==> src/rtl/input_controller_pkg.sv <==
// Shared types and constants for the switch-input controller.
// INPUT_SIGN_EXT_EN selects sign extension of SW into DIN (zero extension when undefined).
package input_controller_pkg;

    localparam int DEBOUNCE_CYCLES_DEF = 500000;

    // LCD menu code for the "enter input" prompt screen
    localparam logic [3:0] MENU_INPUT_WAIT = 4'd2;

    typedef enum logic [1:0] {
        IDLE         = 2'd0,
        WAIT_RELEASE = 2'd1,
        WAIT_PRESS   = 2'd2,
        CAPTURE      = 2'd3
    } state_t;

    function automatic logic [31:0] extend_sw(input logic [15:0] sw);
`ifdef INPUT_SIGN_EXT_EN
        return {{16{sw[15]}}, sw};
`else
        return {16'b0, sw};
`endif
    endfunction

endpackage

==> src/rtl/input_controller_if.sv <==
// CPU-side IN-instruction handshake between the core and the input controller.
interface input_controller_if;
    logic        inReq;
    logic [31:0] DIN;
    logic        inValid;
    logic        stall;
    logic        waiting;

    modport master (output inReq, input DIN, inValid, stall, waiting);
    modport slave  (input inReq, output DIN, inValid, stall, waiting);
endinterface

==> src/rtl/input_controller_key_debouncer.sv <==
// Synchronizes and debounces an active-low pushbutton; emits a pulse on a debounced press.
// Latency: 2 sync cycles + DEBOUNCE_CYCLES stable cycles; no backpressure (free-running).
module key_debouncer #(
    parameter int DEBOUNCE_CYCLES = 500000,
    parameter int CNT_W           = 20
) (
    input  logic clock,
    input  logic rst_n,
    input  logic key_n,
    output logic key_level,
    output logic press_evt
);

    logic             sync1, sync2;
    logic [CNT_W-1:0] cnt;
    logic             cnt_done;

    assign cnt_done = (cnt == CNT_W'(DEBOUNCE_CYCLES - 1));

    always_ff @(posedge clock or negedge rst_n) begin
        if (!rst_n) begin
            sync1     <= 1'b1;
            sync2     <= 1'b1;
            cnt       <= '0;
            key_level <= 1'b1;
            press_evt <= 1'b0;
        end else begin
            sync1     <= key_n;
            sync2     <= sync1;
            press_evt <= 1'b0;
            if (sync2 == key_level) begin
                cnt <= '0;
            end else if (cnt_done) begin
                cnt       <= '0;
                key_level <= sync2;
                // pulse coincides with the first cycle of the debounced low level
                press_evt <= key_level & ~sync2;
            end else begin
                cnt <= cnt + 1'b1;
            end
        end
    end

endmodule

==> src/rtl/input_controller.sv <==
// Stalls the CPU during IN and captures SW into DIN on a debounced confirm press.
// Latency: inValid one cycle after press_evt; stall asserts combinationally with inReq.
module input_controller
    import input_controller_pkg::*;
#(
    parameter int DEBOUNCE_CYCLES = DEBOUNCE_CYCLES_DEF,
    parameter int CNT_W           = 20
) (
    input  logic               clock,
    input  logic               iRST_N,
    input  logic               KEY_N,
    input  logic [15:0]        SW,
    input_controller_if.slave  cpu
);

    state_t      state;
    logic [31:0] din_q;
    logic        valid_q;
    logic        waiting_q;
    logic        key_level;
    logic        press_evt;

    key_debouncer #(
        .DEBOUNCE_CYCLES (DEBOUNCE_CYCLES),
        .CNT_W           (CNT_W)
    ) u_deb (
        .clock     (clock),
        .rst_n     (iRST_N),
        .key_n     (KEY_N),
        .key_level (key_level),
        .press_evt (press_evt)
    );

    always_ff @(posedge clock or negedge iRST_N) begin
        if (!iRST_N) begin
            state     <= IDLE;
            din_q     <= '0;
            valid_q   <= 1'b0;
            waiting_q <= 1'b0;
        end else begin
            valid_q <= 1'b0;
            case (state)
                IDLE: begin
                    if (cpu.inReq) begin
                        state     <= WAIT_RELEASE;
                        waiting_q <= 1'b1;
                    end
                end
                WAIT_RELEASE: begin
                    // a key still held from the previous IN must be released first
                    if (!cpu.inReq) begin
                        state     <= IDLE;
                        waiting_q <= 1'b0;
                    end else if (key_level) begin
                        state <= WAIT_PRESS;
                    end
                end
                WAIT_PRESS: begin
                    if (!cpu.inReq) begin
                        state     <= IDLE;
                        waiting_q <= 1'b0;
                    end else if (press_evt) begin
                        state     <= CAPTURE;
                        din_q     <= extend_sw(SW);
                        valid_q   <= 1'b1;
                        waiting_q <= 1'b0;
                    end
                end
                CAPTURE: begin
                    state     <= WAIT_RELEASE;
                    waiting_q <= 1'b1;
                end
                default: begin
                    state     <= IDLE;
                    waiting_q <= 1'b0;
                end
            endcase
        end
    end

    assign cpu.DIN     = din_q;
    assign cpu.inValid = valid_q;
    assign cpu.waiting = waiting_q;
    assign cpu.stall   = cpu.inReq && (state != CAPTURE);

endmodule

==> src/flat_wrapper.sv <==
// flat-port wrapper written by rule: the top's interface ports become plain ports
module input_controller_flat import input_controller_pkg::*;
#(
    parameter int DEBOUNCE_CYCLES = DEBOUNCE_CYCLES_DEF,
    parameter int CNT_W           = 20
)
  (clock, iRST_N, KEY_N, SW, cpu_inReq, cpu_DIN, cpu_inValid, cpu_stall, cpu_waiting);
  input_controller_if cpu_i ();
  input  logic clock;
  input  logic iRST_N;
  input  logic KEY_N;
  input  logic [15:0] SW;
  input wire logic [$bits(cpu_i.inReq)-1:0] cpu_inReq;
  output wire logic [$bits(cpu_i.DIN)-1:0] cpu_DIN;
  output wire logic [$bits(cpu_i.inValid)-1:0] cpu_inValid;
  output wire logic [$bits(cpu_i.stall)-1:0] cpu_stall;
  output wire logic [$bits(cpu_i.waiting)-1:0] cpu_waiting;
  assign cpu_i.inReq = cpu_inReq;
  assign cpu_DIN = cpu_i.DIN;
  assign cpu_inValid = cpu_i.inValid;
  assign cpu_stall = cpu_i.stall;
  assign cpu_waiting = cpu_i.waiting;
  input_controller #(.DEBOUNCE_CYCLES(DEBOUNCE_CYCLES), .CNT_W(CNT_W)) u_core (.clock(clock), .iRST_N(iRST_N), .KEY_N(KEY_N), .SW(SW), .cpu(cpu_i));
endmodule
==> config.mk <==
export PLATFORM = sky130hd
export DESIGN_NAME = input_controller_flat
export DESIGN_NICKNAME = d
export VERILOG_FILES = /design/src/rtl/input_controller_pkg.sv /design/src/rtl/input_controller_if.sv /design/src/rtl/input_controller_key_debouncer.sv /design/src/rtl/input_controller.sv /design/src/flat_wrapper.sv
export SDC_FILE = /design/constraint.sdc
export NUM_CORES = 1
export LEC_CHECK = 0
export CAP_MARGIN = 5
export CELL_PAD_IN_SITES_DETAIL_PLACEMENT = 1
export CELL_PAD_IN_SITES_GLOBAL_PLACEMENT = 1
export CORE_MARGIN = 8
export CORE_UTILIZATION = 35
export CTS_BUF_LIST = sky130_fd_sc_hd__clkbuf_8
export DETAILED_ROUTE_END_ITERATION = 12
export GPL_ROUTABILITY_DRIVEN = 0
export PLACE_DENSITY_LB_ADDON = 0.1
export SLEW_MARGIN = 20
export SYNTH_ARGS = -nofsm -noshare
export SYNTH_HDL_FRONTEND = slang
export SYNTH_SLANG_ARGS = --single-unit
==> constraint.sdc <==
create_clock -name clock -period 1.8 [get_ports clock]
set_input_delay 0.27 -clock clock [delete_from_list [all_inputs] [get_ports clock]]
set_output_delay 0.27 -clock clock [all_outputs]
set_load 0.02 [all_outputs]
==> results of run 1 <==
final cells by class:
| class | instances | area, um^2 |
|---|---|---|
| Tap cell | 75 | 93.8 |
| Inverter | 11 | 41.3 |
| Sequential cell | 44 | 1110 |
| Multi-Input combinational cell | 130 | 915 |
| Clock buffer | 6 | 82.6 |
| Clock inverter | 2 | 11.3 |
| Timing Repair Buffer | 52 | 504 |
| Fill cell | 674 | 3160 |
how the worst min path moves through the flow:
stage	start	to	slack (ps)	depth (start not counted)
final	iRST_N	u_core.cpu.waiting	20	1
after CTS	iRST_N	u_core.cpu.waiting	50	1
after detailed placement	u_core.u_deb.sync1	u_core.u_deb.sync2	350	0
after floorplan	iRST_N	u_core.cpu.DIN[0]	-30	0
after global placement	u_core.u_deb.sync1	u_core.u_deb.sync2	350	0
after global routing	iRST_N	u_core.cpu.waiting	80	1
synth_stat cells, types with 2 or more instances:
library cell,instances,area (um^2)
nor4_1,4,25.0
mux2_2,17,191
nand3_1,8,40.0
nand4b_1,2,17.5
inv_1,11,41.3
a21oi_1,4,20.0
or3_1,3,18.8
and4_1,2,17.5
nand2_1,4,15.0
nor2b_1,2,12.5
mux2i_1,3,30.0
dfstp_2,3,78.8
xnor2_1,11,96.3
nor3_1,4,20.0
xor2_1,3,26.3
ha_1,6,75.1
nor2_1,19,71.3
dfrtp_1,41,1030
o21ai_0,5,25.0
nor4b_1,2,17.5
buf_4,17,128
nand4_1,4,25.0
kinds of logic (layout without fill, tap and decap cells):
family                   Yosys count  after routing  share of synthesized area [%]
buffers and inverters             30             71                           8.33
XOR/XNOR                          14             14                           5.75
AO/OA/AOI/OAI                     14             14                           4.05
other                              1             16                          0.176
adder cells (fa/ha/maj)            6              6                           3.52
multiplexers                      20             20                           10.4
flip-flops                        44             44                           51.8
AND/OR/NAND/NOR                   60             60                           16.0
per-layer routing:
layer	global-route usage (%)	up-vias	wire [um]
met2	19.8	37	2430
met1	12.9	766	2010
li1	-	726	-
met5	0	-	0
met3	3.76	9	297
met4	5.42	0	106
repair_timing:
| item | CTS | global route |
|---|---|---|
| pin swaps | 0 | 1 |
| resized for setup | 1 | 6 |
| setup endpoints to repair | 1 | 5 |
| gates cloned | 0 | 0 |
where the power goes:
| group | internal (mW) | switching [mW] | total [mW] |
|---|---|---|---|
| clock network | 0.306 | 0.332 | 0.638 |
| registers | 1.03 | 0.0344 | 1.07 |
| logic | 0.177 | 0.209 | 0.386 |
| total | 1.52 | 0.575 | 2.09 |
metrics by stage:
step	hold WS, ps	utilization, %
global route	79.5	46.6
detailed placement	350	44.8
CTS	54.5	46.3
global placement	348	44.8
floorplan	-25.6	-
finish	21.5	46.6
critical path, delay by kind of cell (launching register included):
family | cells | cell delay, ps
and+or+nand+nor | 3 | 1040
DFF | 1 | 450
AOI/OAI and AO/OA | 1 | 150
state kept, by name, indices dropped and copies added (netlist names):
register,flops
u_core.u_deb.cnt,20
u_core.cpu.DIN,16
u_core.state,2
u_core.cpu.inValid,1
u_core.cpu.waiting,1
u_core.u_deb.key_level,1
u_core.u_deb.press_evt,1
u_core.u_deb.sync1,1
u_core.u_deb.sync2,1
==> metrics.txt, run 1 <==
asr flop ratio synth=100%; grt ovf=0; via count=1538; EDFF count, synth=0; TNS Setup=0 ps; Worst Setup EP=u_core.u_deb.cnt[17]; Slew Limit Headroom=51.1%; Vias/cell=4.81; residual DRC count=0; Syn. warnings=0; Reg-to-Reg Start=u_core.u_deb.cnt[5]; number of global-route vias before repair=1697; antenna violations before repair=0; Max Clock Freq=586 MHz; most frequent cells in the layout=dfrtp_1 (37), clkdlybuf4s50_1 (36), nor2_1 (19); Std-Cell Rows=28; Req. time, crit path=2030 ps; final non-filler cell total=320; Syn-to-layout area delta=29.3%; slack of the critical path=94.3 ps; RSZ-0062 raised after global routing=false; Avg WL per Cell=15.1 um; Die Span X=94.1 um; Worst path max stage delay=580 ps; hpwl dp=3.78 mm; top-level I/O count=55; H-Tree Depth=2; post-synthesis sequential area ratio=51.8%; antenna viol nets, final=0; Initial Utilization=36.0%; max cap viols=0; cts hold-fix bufs=0; Power Total=2.09 mW; all-layer global routing usage=11.6%; Worst EP arrival=1930 ps; setup slack, reg-to-reg=90 ps; Slowest-stage cell, CP=or4_4; min cycle time layout=1710 ps; most common cell after layout, fill and taps aside=dfrtp_1; post-synth cell types=36; CTS Buf Count=5; worst-case clock buffer depth=2; FF-to-FF End=u_core.u_deb.cnt[17]; CTS tree=yes; first-pass GRT wire length=8.13 mm; total wire length=4.85 mm; Final #Nets=270; maximum ir drop on the vdd rail=431 uV; CORE AREA=5920 um^2; # port buffers=38; Startpoint Class=flop; Syn Inst Count=189; Worst-path clk slew=80 ps; DP Worst Slack=46.0 ps; Crit Path Max Fanout=5; Power Density=758 nW/um^2; Syn Area/Cell=11.3 um^2; Yosys reg bits=44; kind of critical path=reg2reg; clock skew=9.12 ps; Detailed Routing Iterations Pass 1=4; Die ar.=8850 um^2; antenna fix cells=0; CP Capture Type=flop; Most used DFF post-synth=dfrtp_1; fraction of layout cells with a size suffix above 1=21.2%; Final Hold Vio Count=0; Leak=1.24 nW; final setup violation count=0; Clock Latency Late Sink=300 ps; Final Max Tran Viols=0; root buffer cell=clkbuf_8; R2R cell count=4; Clock Sinks=44; post-synthesis instance area=2130 um^2; measured slew at the worst slew-check pin=733 ps; critical-path cell list=nand3_2 -> or4_4 -> or3_1 -> a21oi_2; part of the cycle the worst path needs=94.8%; chip height=94.1 um; largest net degree at the start of global routing=34; Setup Fix Bufs, Post-CTS=0; placed insts=312; outcome=finished, final reports clean; area post-placement=2650 um^2; CP startpoint=u_core.u_deb.cnt[5]; Hold Path Class=in2async; final instance area=2760 um^2; First DRT Iteration DRCs=54
Power figures use the tool's default switching activity.
==> inputs of run 2 (changes only) <==
--- a/config.mk
+++ b/config.mk
@@ -13,6 +13,7 @@
 export CTS_BUF_LIST = sky130_fd_sc_hd__clkbuf_8
 export DETAILED_ROUTE_END_ITERATION = 12
 export GPL_ROUTABILITY_DRIVEN = 0
+export HOLD_SLACK_MARGIN = 0.02
 export PLACE_DENSITY_LB_ADDON = 0.1
 export SLEW_MARGIN = 20
 export SYNTH_ARGS = -nofsm -noshare
==> results of run 2 <==
Same layout as run 1: the final DEF is identical, and so are final timing and power.
